`config.mk`:
```
export PLATFORM = sky130hd
export DESIGN_NAME = uart_msg_tx
export DESIGN_NICKNAME = d
export VERILOG_FILES = /design/src/rtl/uart_msg_tx.sv
export SDC_FILE = /design/constraint.sdc
export NUM_CORES = 1
export LEC_CHECK = 0
export ABC_AREA = 1
export BUFFER_PORTS_ARGS = -buffer_cell sky130_fd_sc_hd__buf_2
export CORE_MARGIN = 1.5
export CORE_UTILIZATION = 50
export CTS_CLUSTER_SIZE = 16
export DETAILED_ROUTE_END_ITERATION = 8
export HOLD_SLACK_MARGIN = 0.12
export PLACE_DENSITY_LB_ADDON = 0.12
export SYNTH_ARGS = -nofsm -noshare
export SYNTH_HDL_FRONTEND = slang
export SYNTH_SLANG_ARGS = --single-unit
```
`constraint.sdc`:
```
create_clock -name clk_50M -period 6.68 [get_ports clk_50M]
set_input_delay 0.668 -clock clk_50M [delete_from_list [all_inputs] [get_ports clk_50M]]
set_output_delay 0.668 -clock clk_50M [all_outputs]
set_load 0.02 [all_outputs]
```
`src/rtl/uart_msg_tx.sv`:
```
// rtl/uart_msg_tx.sv - FIFO-buffered 8N1 UART transmitter for fault-report bytes
module uart_msg_tx #(
    parameter int CLKS_PER_BIT = 434,
    parameter int FIFO_DEPTH   = 16
) (
    input  logic       clk_50M,
    input  logic       rst,
    input  logic       wr_en,
    input  logic [7:0] wr_data,
    output logic       full,
    output logic       empty,
    output logic       tx,
    output logic       tx_busy,
    output logic       overflow
);

    localparam int AW = $clog2(FIFO_DEPTH);
    localparam int BW = $clog2(CLKS_PER_BIT);
    localparam logic [BW-1:0] BAUD_LAST = BW'(CLKS_PER_BIT - 1);
    localparam logic [AW:0]   CNT_FULL  = (AW + 1)'(FIFO_DEPTH);

    typedef enum logic [1:0] {IDLE, START, DATA, STOP} state_t;

    state_t        state;
    logic [7:0]    mem [FIFO_DEPTH];
    logic [AW-1:0] wr_ptr;
    logic [AW-1:0] rd_ptr;
    logic [AW:0]   count;
    logic [BW-1:0] baud_cnt;
    logic [2:0]    bit_idx;
    logic [7:0]    shift;
    logic          push;
    logic          pop;
    logic          baud_done;

    assign full      = (count == CNT_FULL);
    assign empty     = (count == '0);
    assign baud_done = (baud_cnt == BAUD_LAST);
    assign push      = wr_en && !full;
    // Pops happen only when the FSM loads a new frame: from IDLE, or on the last stop-bit cycle.
    assign pop       = !empty && ((state == IDLE) || ((state == STOP) && baud_done));
    assign tx_busy   = (state != IDLE);

    always_ff @(posedge clk_50M) begin
        if (push) begin
            mem[wr_ptr] <= wr_data;
        end
    end

    always_ff @(posedge clk_50M or posedge rst) begin
        if (rst) begin
            wr_ptr   <= '0;
            rd_ptr   <= '0;
            count    <= '0;
            overflow <= 1'b0;
        end else begin
            if (push) begin
                wr_ptr <= wr_ptr + 1'b1;
            end
            if (pop) begin
                rd_ptr <= rd_ptr + 1'b1;
            end
            case ({push, pop})
                2'b10:   count <= count + 1'b1;
                2'b01:   count <= count - 1'b1;
                default: count <= count;
            endcase
            if (wr_en && full) begin
                overflow <= 1'b1;
            end
        end
    end

    always_ff @(posedge clk_50M or posedge rst) begin
        if (rst) begin
            state    <= IDLE;
            baud_cnt <= '0;
            bit_idx  <= '0;
            shift    <= '0;
            tx       <= 1'b1;
        end else begin
            case (state)
                IDLE: begin
                    tx <= 1'b1;
                    if (pop) begin
                        shift    <= mem[rd_ptr];
                        baud_cnt <= '0;
                        tx       <= 1'b0;
                        state    <= START;
                    end
                end
                START: begin
                    if (baud_done) begin
                        baud_cnt <= '0;
                        bit_idx  <= '0;
                        tx       <= shift[0];
                        state    <= DATA;
                    end else begin
                        baud_cnt <= baud_cnt + 1'b1;
                    end
                end
                DATA: begin
                    if (baud_done) begin
                        baud_cnt <= '0;
                        if (bit_idx == 3'd7) begin
                            tx    <= 1'b1;
                            state <= STOP;
                        end else begin
                            bit_idx <= bit_idx + 3'd1;
                            shift   <= shift >> 1;
                            tx      <= shift[1];
                        end
                    end else begin
                        baud_cnt <= baud_cnt + 1'b1;
                    end
                end
                STOP: begin
                    if (baud_done) begin
                        baud_cnt <= '0;
                        // Chain straight into the next start bit so bursts leave no idle gap.
                        if (pop) begin
                            shift <= mem[rd_ptr];
                            tx    <= 1'b0;
                            state <= START;
                        end else begin
                            tx    <= 1'b1;
                            state <= IDLE;
                        end
                    end else begin
                        baud_cnt <= baud_cnt + 1'b1;
                    end
                end
                default: begin
                    tx    <= 1'b1;
                    state <= IDLE;
                end
            endcase
        end
    end

endmodule

```
==> summary.md, run 1 <==
| Metric | Value |
|---|---|
| Die W | `124 um` |
| WP data required | `7.03 ns` |
| Post-synthesis sequential element count | `about 170` |
| Highest net fanout along the worst path | `6` |
| Mapped cell area | `0.00730 mm2` |
| WL final | `around 16 mm` |
| Share of the yosys chip area belonging to registers | `0.653` |
| Crit Path Category | `flop to flop` |
| Minimum clock period | `2.82 ns` |
| Status | `complete, no violations` |
| Clock slew at reported path FFs | `around 0.070 ns` |
| Core area | `around 0.014 mm2` |
| DRC violations left | `0` |
| Row count | `between 40 and 50` |
| Mux cell area share after synthesis | `0` |
| Synth Warn # | `0` |
| GPL Wtd Cong | `0.803` |
| Die area | `0.0153 mm2` |
| Post-synth ARST share | `0.224` |
| Max Clock Freq | `approximately 350 MHz` |
| Setup Skew | `between 0.01 and 0.015 ns` |
| Drt first-iter violations | `497` |
| DR pass1 iterations | `6` |
| TritonCTS clock tree | `done` |
| Overflow left after global routing | `0` |
| Inserted Diodes | `0` |
| CTS Root Cell | `clkbuf_16` |
| Clock Sinks | `165` |
| Compound-gate portion of the synthesized area | `0.0699` |
| CTS Buf Count | `17` |
| RSZ-0062 raised after global routing | `false` |
| Syn Inst Count | `around 690` |
| Crit start category | `flop` |
| Yosys top cell by area | `edfxtp_1` |
| Routed WL per cell | `approximately 18 um` |
| Setup TNS | `0 ns` |
| Port Buffers | `15` |
| Largest net degree at the start of global routing | `70` |
| Crit path largest cell delay | `~0.44 ns` |
| Clk buf depth | `2` |
| Synth cell count leaders | `nand2_1, edfxtp_1, nor2_1` |
| GRT Overall Usage | `0.227` |
| Final Hold Violating Endpoints | `0` |
| Dpl hpwl | `about 9.8 mm` |
| Crit path cell chain | `inv_1 -> ha_1 -> inv_1 -> nand2_1 -> nand2_1 -> inv_1 -> nand2_4 -> inv_1 -> ha_1 -> xor2_1 -> ha_1 -> inv_1 -> nand2_1 -> nand2_1 -> o21ai_1 -> xor2_1 -> nand2_1 -> o21ai_0` |
| I/O Pins | `16` |
| DR vias/cell | `5.41` |
| Number of max-cap violations | `0` |
| Worst-Margin Slew | `1.06 ns` |
| Layout Nets | `~730` |
| Leak | `approximately 3.3 nW` |
| First-pass GRT wire length | `between 20 and 25 mm` |
| Largest family of logic cells by synthesized area | `simple AND/OR/NAND/NOR gates` |
| Setup violations, final | `0` |
| PwrDens | `between 300 and 400 mW/mm2` |
| Cell variety after synth | `33` |
| Layout cells sized above 1 | `0.0996` |
| Worst hold path class | `primary input to async pin` |
| Worst VDD drop | `0.000214 V` |
| Synth Area in XOR/XNOR | `0.0180` |
| Skew-Pair Late Insertion Delay | `between 0.4 and 0.5 ns` |
| Post-Layout Cell Count | `about 890` |
| CTS H-tree depth | `4` |
| Mapped Nets | `around 700` |
| Placed cell count | `861` |
| Post-synth EDFFs | `roughly 130` |
| Vias in the first global route | `approximately 4800` |
| DR vias | `4829` |
| Post-Synth Adder-Cell Area | `0.0308` |
| Post-Synth Simple-Gate Area | `0.183` |
| Area delta synth->final | `10.7%` |
| Post-CTS setup buffers | `0` |
| Syn avg cell area | `around 11 um2` |
| Relative slew slack | `0.295` |
| Slew Viols, Final | `0` |
| Initial core utilization | `0.520` |
| PostCTS Resize Cnt | `0` |
| Top FF cell, synth | `edfxtp_1` |
| Period utilization | `0.423` |
| Fillers | `1190` |
| Slowest cell on crit path | `dfrtp_1` |
| Post-CTS Hold Buffers | `0` |
| Most common cell in the netlist | `nand2_1` |
| Initial antenna violation count | `0` |
| Final ANT Viol Nets | `0` |
| Post-synth top area share | `0.526` |
| Worst Setup End Kind | `flop` |
| Top post-synthesis cells by area | `edfxtp_1, dfrtp_1, nand2_1, nor2_1, nand3_1` |
| WP data arrival | `3.17 ns` |
| Die Span Y | `124 um` |
[critical path: cells and delay by family, from the launching register on]
kind / cells / cell delay (ns)
AOI/OAI and AO/OA: 2 / 0.22
buffers and inverters: 5 / 0.56
DFF: 1 / 0.44
xor gates and xnor gates: 2 / 0.39
and+or+nand+nor: 6 / 0.42
adders and majority gates: 3 / 0.72
[routing by layer]
| layer | share of wire | vias to the layer above | GRT usage |
|---|---|---|---|
| li1 | - | 2363 | - |
| met1 | 0.44 | 2345 | 0.277 |
| met2 | 0.50 | 94 | 0.388 |
| met3 | 0.038 | 27 | 0.0572 |
| met4 | 0.023 | 0 | 0.0905 |
| met5 | 0 | - | 0 |
[through the flow]
stage	setup WS, ns	area (um2)	utilization	hold WS (ns)	total power [mW]
detailed placement	3.86	7500	0.534	0.450	1.53
global route	3.59	8090	0.576	0.398	2.57
global placement	4.07	7500	0.534	0.438	1.52
finish	3.86	8090	0.576	0.349	2.47
CTS	3.84	8090	0.576	0.357	2.49
floorplan	4.11	7300	-	0.449	1.43
[worst paths after layout]
kind                          start   endpoint  slack (ns)  depth (start not counted)
min reg2reg                overflow   overflow        0.48                          1
max                        state[0]   count[4]        3.86                         18
min                             rst  wr_ptr[1]        0.35                          3
max reg2reg                state[0]   count[4]        3.86                         18
min in group clk_50M          wr_en   overflow        0.46                          2
max in group asynchronous       rst  rd_ptr[0]        5.97                          3
[logic make-up (layout without fill, tap and decap cells)]
kind of cell             count (synthesis)  count (layout)
flip-flops                             165             165
adder cells (fa/ha/maj)                 18              18
AO/OA/AOI/OAI                           93              93
AND/OR/NAND/NOR                        317             317
buffers and inverters                   79             105
XOR/XNOR                                15              15
[final cells by class]
type / instances / area, um2 / share of cell area
Sequential cell: 165 / 4770 / 0.590
Inverter: 55 / 206 / 0.0255
Clock inverter: 14 / 153 / 0.0189
Clock buffer: 18 / 429 / 0.0531
Timing Repair Buffer: 18 / 97.6 / 0.0121
Tap cell: 180 / 225 / 0.0279
Multi-Input combinational cell: 443 / 2200 / 0.272
[cell usage in the layout (no fill, tap or decap), drive strengths merged, types with 3 or more instances in the layout]
master      n
clkinv      8
edfxtp    128
clkinvlp    3
nor2      104
clkbuf     18
o22ai       6
dfrtp      36
buf        18
o211ai      8
xor2       11
ha         18
o21ai      55
inv        56
nand3      60
xnor2       4
a21oi      21
nand2     145
[sequential cells by signal (all words and copies together) (netlist names)]
register / flops
baud_cnt: 9
bit_idx: 3
count: 5
mem: 128
overflow: 1
rd_ptr: 4
shift: 8
state: 2
tx: 1
wr_ptr: 4
[power breakdown]
part / internal (mW) / switching, mW
combinational: 0.0676 / 0.174
clock: 0.554 / 0.408
sequential: 1.22 / 0.0450
total: 1.84 / 0.627
(Power assumes the default switching activity.)
==> run 2, diff against run 1 <==
- clock period: 6.68 -> 2.6 ns (I/O delays scaled with it)
==> run 2 against run 1 <==
Against the previous run:
- utilization is 2.2 points higher
- flip-flop and latch count is the same
- maximum frequency rose by 18%
- critical path type unchanged
- design area grew 3.8%
- critical endpoint unchanged
- worst hold slack got worse by 0.10 ns
==> summary.md, run 2 (synthesis results as in run 1) <==
| Metric | Value |
|---|---|
| Worst Setup End Kind | `flop` |
| Die W | `124 um (unchanged)` |
| RSZ-0062 raised after global routing | `false` |
| Minimum clock period | `2.39 ns (-0.431 ns)` |
| Min-delay src | `wr_data[4]` |
| Initial core utilization | `0.520 (unchanged)` |
| Initial antenna violation count | `0 (unchanged)` |
| WP data required | `2.95 ns (-4.08 ns)` |
| Hold Path Sink | `mem[12][4]` |
| Commonest non-fill, non-tap cell in the layout | `nand2_1` |
| R2R Path Start | `state[0]` |
| CTS Root Cell | `clkbuf_16` |
| Highest net fanout along the worst path | `5 (-1)` |
| Area delta synth->final | `14.9%` |
| Layout Nets | `758 (+4.0%)` |
| DRC violations left | `0 (unchanged)` |
| Area occupied by multi-input gates | `0.00222 mm2 (+1.0%)` |
| TritonCTS clock tree | `done` |
| Routed WL per cell | `17.4 um (-0.90%)` |
| Drt first-iter violations | `356 (-28%)` |
| Layout cells sized above 1 | `0.143 (+0.0433)` |
| Crit path cell chain | `inv_2 -> ha_2 -> inv_1 -> nand2_1 -> nand2_1 -> inv_1 -> nand2_4 -> inv_2 -> ha_4 -> buf_4 -> nand2_1 -> inv_1 -> nor2_2 -> nand2_1 -> o21ai_1 -> xor2_1 -> nand2_1 -> o21ai_0` |
| GRT Overall Usage | `0.229 (+0.00167)` |
| Flop2flop setup slack | `0.21 ns (-3.65 ns)` |
| Port Buffers | `15 (unchanged)` |
| PwrDens | `777 mW/mm2 (+160%)` |
| Design area | `0.00839 mm2 (+3.8%)` |
| Crit path largest cell delay | `0.42 ns (-0.02 ns)` |
| Final ANT Viol Nets | `0 (unchanged)` |
| First-pass GRT wire length | `25.2 mm (+1.6%)` |
| Leak | `3.47 nW (+5.3%)` |
| Slowest cell on crit path | `dfrtp_2` |
| Top Registers | `mem: 128 flops, baud_cnt: 9 flops, shift: 8 flops` |
| Die area | `0.0153 mm2 (unchanged)` |
| Final Hold Violating Endpoints | `0 (unchanged)` |
| Crit start category | `flop` |
| Max reg flops | `128 (unchanged)` |
| Critical path origin | `state[0]` |
| Worst r2r path cells | `18 (unchanged)` |
| Row count | `43 (unchanged)` |
| Setup ws final | `0.207 ns (-3.65 ns)` |
| Clock Sinks | `165 (unchanged)` |
| Clk buf depth | `2 (unchanged)` |
| Hold path depth | `1` |
| Most frequent cells in the layout | `nand2_1, edfxtp_1, nor2_1` |
| Worst-Margin Slew | `0.706 ns (-0.349 ns)` |
| Worst hold path class | `primary input to flop` |
| Crit Path Category | `flop to flop` |
| WP data arrival | `2.74 ns (-0.43 ns)` |
| Die Span Y | `124 um (unchanged)` |
| DR vias | `4927 (+2.0%)` |
| Setup Skew | `0.00794 ns (-0.00501 ns)` |
| Dpl hpwl | `10.3 mm (+5.3%)` |
| Fillers | `1141 (-4.1%)` |
| Hold slack | `0.245 ns (-0.104 ns)` |
| Largest net degree at the start of global routing | `69 (-1.4%)` |
| Worst VDD drop | `0.000561 V (+160%)` |
| Clock slew at reported path FFs | `0.07 ns (about the same)` |
| Pre-CTS WS | `0.0585 ns (-3.80 ns)` |
| WL final | `16.1 mm (+2.3%)` |
| DR pass1 iterations | `4 (-2)` |
| DR vias/cell | `5.34 (-1.2%)` |
| Max Clock Freq | `418 MHz (+18%)` |
| Skew-Pair Late Insertion Delay | `0.43 ns (about the same)` |
| Period utilization | `0.920 (+0.498)` |
| GPL Wtd Cong | `0.796 (-0.83%)` |
| Status | `complete, no violations` |
| CTS H-tree depth | `4 (unchanged)` |
| Relative slew slack | `0.529 (+0.234)` |
| Number of max-cap violations | `0 (unchanged)` |
| Vias in the first global route | `4842 (+1.1%)` |
| Reg area | `0.00477 mm2 (about the same)` |
| Worst path most repeated cell | `nand2_1` |
| Overflow left after global routing | `0 (unchanged)` |
| Post-Place Cell Area | `0.00770 mm2 (+2.6%)` |
| R2R Path End | `count[4]` |
| Setup violations, final | `0 (unchanged)` |
| Slew Viols, Final | `0 (unchanged)` |
| Largest reg by FF count | `mem` |
| CTS Buf Count | `17 (unchanged)` |
| Core area | `0.0140 mm2 (unchanged)` |
| I/O Pins | `16 (unchanged)` |
| Setup TNS | `0 ns (unchanged)` |
| Inserted Diodes | `0 (unchanged)` |
run 2: changes by cell type in the layout (fill, tap and decap cells not counted), moves of 3 or more:
cell   change
buf_4     +25
inv_1      -3
inv_2      +3
inv_6      +3
run 2: worst max path at each step:
stage	endpoint	cells after the start	slack, ns
after CTS	count[4]	18	0.05
after detailed placement	count[4]	18	0.06
final	count[4]	18	0.21
after floorplan	count[4]	19	0.03
after global placement	count[4]	18	0.18
after global routing	count[4]	18	0.003
run 2: stage by stage:
stage,std cells,power [mW],utilization
finish,922,6.53,0.598
global route,922,6.78,0.598
CTS,918,6.56,0.594
detailed placement,884,3.96,0.548
global placement,884,3.93,0.548
floorplan,687,3.68,-
run 2: what timing repair did:
| item | in CTS | in global routing |
|---|---|---|
| hold buffers | 2 | 0 |
| endpoints found under the hold margin | 14 | 0 |
| gates resized for setup | 0 | 8 |
| setup endpoints to repair | 0 | 2 |
| setup buffers | 0 | 4 |
run 2: power by group:
group	total, mW	internal (mW)	switching [mW]	leakage, nW
sequential	3.24	3.12	0.119	1.61
combinational	0.670	0.220	0.450	1.56
clock	2.62	1.54	1.08	0.301
total	6.53	4.88	1.65	3.47
run 2: per-layer routing:
layer / wire length (um) / global-route usage
met1: 6770 / 0.278
met2: 8240 / 0.400
met3: 600 / 0.0385
met4: 442 / 0.106
met5: 0 / 0
run 2: worst max-delay path, delay by kind of cell (launching register included):
| family | cells | cell delay (ns) |
|---|---|---|
| xor gates and xnor gates | 1 | 0.16 |
| DFF | 1 | 0.42 |
| buffers and inverters | 6 | 0.54 |
| adders and majority gates | 2 | 0.35 |
| and+or+nand+nor | 7 | 0.62 |
| AOI/OAI and AO/OA | 2 | 0.22 |
run 2: layout make-up:
type | count | area share
multi-input cells | 443 | 0.265
well taps | 180 | 0.0268
clock buffers | 17 | 0.0507
inverters | 55 | 0.0246
clock inverters | 15 | 0.0230
flip-flops and latches | 165 | 0.569
repair buffers | 47 | 0.0411
==> run 3, diff against run 2 <==
- CORE_MARGIN: 1.5 -> 2
- RECOVER_POWER: unset -> 25
==> run 3 against run 2 <==
Against the previous run:
- wire length is 1.4% higher
- non-clock buffer count unchanged
- highest routed layer unchanged
- die area grew 1.6%
==> summary.md, run 3 (synthesis results as in run 1) <==
| Metric | Value |
|---|---|
| Status | `complete, no violations` |
| GPL Wtd Cong | `0.826 (+3.7%)` |
| Final Hold Violating Endpoints | `0 (unchanged)` |
| Crit start category | `flop` |
| WP data arrival | `2.77 ns (+0.03 ns)` |
| Pre-CTS WS | `0.0636 ns (+0.00508 ns)` |
| Slowest cell on crit path | `dfrtp_1` |
| Layout Nets | `758 (unchanged)` |
| Top Registers | `mem: 128 flops, baud_cnt: 9 flops, shift: 8 flops` |
| Setup Skew | `0.00891 ns (+0.000961 ns)` |
| DR pass1 iterations | `5 (+1)` |
| Commonest non-fill, non-tap cell in the layout | `nand2_1` |
| Crit path largest cell delay | `0.41 ns (about the same)` |
| Design area | `0.00831 mm2 (-0.95%)` |
| CTS Root Cell | `clkbuf_16` |
| First-pass GRT wire length | `25.6 mm (+1.6%)` |
| Psw | `1.58 mW (-3.8%)` |
| CTS Buf Count | `17 (unchanged)` |
| Post-Layout Cell Count | `926 (+0.43%)` |
| Skew-Pair Late Insertion Delay | `0.42 ns (about the same)` |
| Clock Sinks | `165 (unchanged)` |
| Min-delay src | `wr_data[2]` |
| PwrDens | `750 mW/mm2 (-3.6%)` |
| Slew Viols, Final | `0 (unchanged)` |
| Setup TNS | `0 ns (unchanged)` |
| CTS H-tree depth | `4 (unchanged)` |
| Top delay family on crit path | `buffers and inverters` |
| WL final | `16.3 mm (+1.4%)` |
| Drt first-iter violations | `459 (+29%)` |
| I/O Pins | `16 (unchanged)` |
| R2R Path Start | `state[0]` |
| Clk buf depth | `2 (unchanged)` |
| Worst VDD drop | `0.000520 V (-7.3%)` |
| Row count | `44 (+2.3%)` |
| Minimum clock period | `2.47 ns (+0.0790 ns)` |
| Highest net fanout along the worst path | `5 (unchanged)` |
| Logic pwr share | `0.109 (+0.006)` |
| DR vias | `5020 (+1.9%)` |
| Dpl hpwl | `10.3 mm (+0.26%)` |
| RSZ-0062 raised after global routing | `true` |
| Leak | `3.41 nW (-1.7%)` |
| Clock slew at reported path FFs | `0.06 ns (about the same)` |
| Reg area | `0.00477 mm2 (about the same)` |
| Port Buffers | `15 (unchanged)` |
| Setup violations, final | `0 (unchanged)` |
| Max reg flops | `128 (unchanged)` |
| Max Clock Freq | `405 MHz (-3.2%)` |
| Die area | `0.0156 mm2 (+1.6%)` |
| Die Span Y | `125 um (+0.81%)` |
| Placed cell count | `890 (+0.68%)` |
| Inserted Diodes | `0 (unchanged)` |
| Period utilization | `0.951 (+0.0304)` |
| DR vias/cell | `5.42 (+1.4%)` |
| Vias in the first global route | `4846 (+0.083%)` |
| Area delta synth->final | `13.8%` |
| Critical path origin | `state[0]` |
| Buf+Inv Stages, Crit Path | `6 (unchanged)` |
| Setup ws final | `0.128 ns (-0.0790 ns)` |
| Largest net degree at the start of global routing | `69 (unchanged)` |
| Initial core utilization | `0.506 (-0.0138)` |
| Overflow left after global routing | `0 (unchanged)` |
| Worst Setup End Kind | `flop` |
| TritonCTS clock tree | `done` |
| DRC violations left | `0 (unchanged)` |
| Post-Place Cell Area | `0.00772 mm2 (+0.26%)` |
| Number of max-cap violations | `0 (unchanged)` |
| Core area | `0.0144 mm2 (+2.7%)` |
| Fillers | `1224 (+7.3%)` |
| Relative slew slack | `0.431 (-0.0976)` |
| Layout cells sized above 1 | `0.125 (-0.0175)` |
| Worst hold path class | `primary input to flop` |
| Crit Path Category | `flop to flop` |
| Pint | `4.65 mW (-4.7%)` |
| Switching part of the total power | `0.254 (+0.00177)` |
| WP data required | `2.90 ns (-0.05 ns)` |
| Clock power frac | `0.370 (-0.031)` |
| GRT Overall Usage | `0.215 (-0.0139)` |
| Crit path cell chain | `inv_1 -> ha_1 -> inv_2 -> nand2_1 -> nand2_1 -> inv_1 -> nand2_4 -> inv_1 -> ha_2 -> buf_4 -> nand2_1 -> inv_1 -> o21ai_0 -> o21ai_2 -> xor2_1 -> nand2_1 -> o21ai_0` |
| Routed WL per cell | `17.6 um (+0.96%)` |
| Final ANT Viol Nets | `0 (unchanged)` |
| Worst-Margin Slew | `0.853 ns (+0.146 ns)` |
| Area occupied by multi-input gates | `0.00223 mm2 (about the same)` |
| Largest reg by FF count | `mem` |
| Fin util | `0.576 (-0.0214)` |
| Die W | `125 um (+0.81%)` |
| Initial antenna violation count | `0 (unchanged)` |
| Most frequent cells in the layout | `nand2_1, edfxtp_1, nor2_1` |
| Flop pwr share | `0.520 (+0.023)` |
[run 3: power groups by stage]
stage                     Sequential [mW]  Clock, mW  Combinational, mW
final                                3.24       2.31              0.682
after global routing                 3.27       2.44              0.763
after CTS                            3.24       2.33              0.677
after detailed placement             3.29          0              0.673
after global placement               3.28          0              0.653
after floorplan                      3.27          0              0.410
[run 3: worst paths after layout]
| path | endpoint | slack, ns | cells past startpoint |
|---|---|---|---|
| hold reg to reg | overflow | 0.45 | 1 |
| hold / removal | mem[10][2] | 0.27 | 1 |
| min in group asynchronous | rd_ptr[1] | 0.49 | 3 |
| setup reg to reg | count[4] | 0.13 | 17 |
| setup / recovery | count[4] | 0.13 | 17 |
| max in group asynchronous | shift[6] | 1.47 | 4 |
[run 3: timing repair]
action,in CTS,in global routing
setup endpoints to repair,0,2
endpoints found under the hold margin,16,0
hold buffers,2,0
buffers inserted,0,2
resized for setup,0,7
[run 3: per-layer routing]
layer / vias up / part of all wire / GRT usage
met4: 0 / 0.012 / 0.0549
li1: 2407 / - / -
met1: 2445 / 0.43 / 0.287
met3: 18 / 0.057 / 0.0477
met5: - / 0 / 0
met2: 150 / 0.50 / 0.361
[run 3: area by class of cell]
type                    count  area share
clock inverters            14      0.0134
inverters                  55      0.0248
multi-input cells         443       0.268
flip-flops and latches    165       0.574
repair buffers             47      0.0406
clock buffers              18      0.0516
well taps                 184      0.0277
[run 3: per-stage QoR]
stage          power [mW]  hold slack [ns]
2_1_floorplan        3.68            0.359
3_3_place_gp         3.93            0.392
3_5_place_dp         3.96            0.410
4_1_cts              6.25            0.251
5_1_grt              6.48            0.280
6_report             6.23            0.270
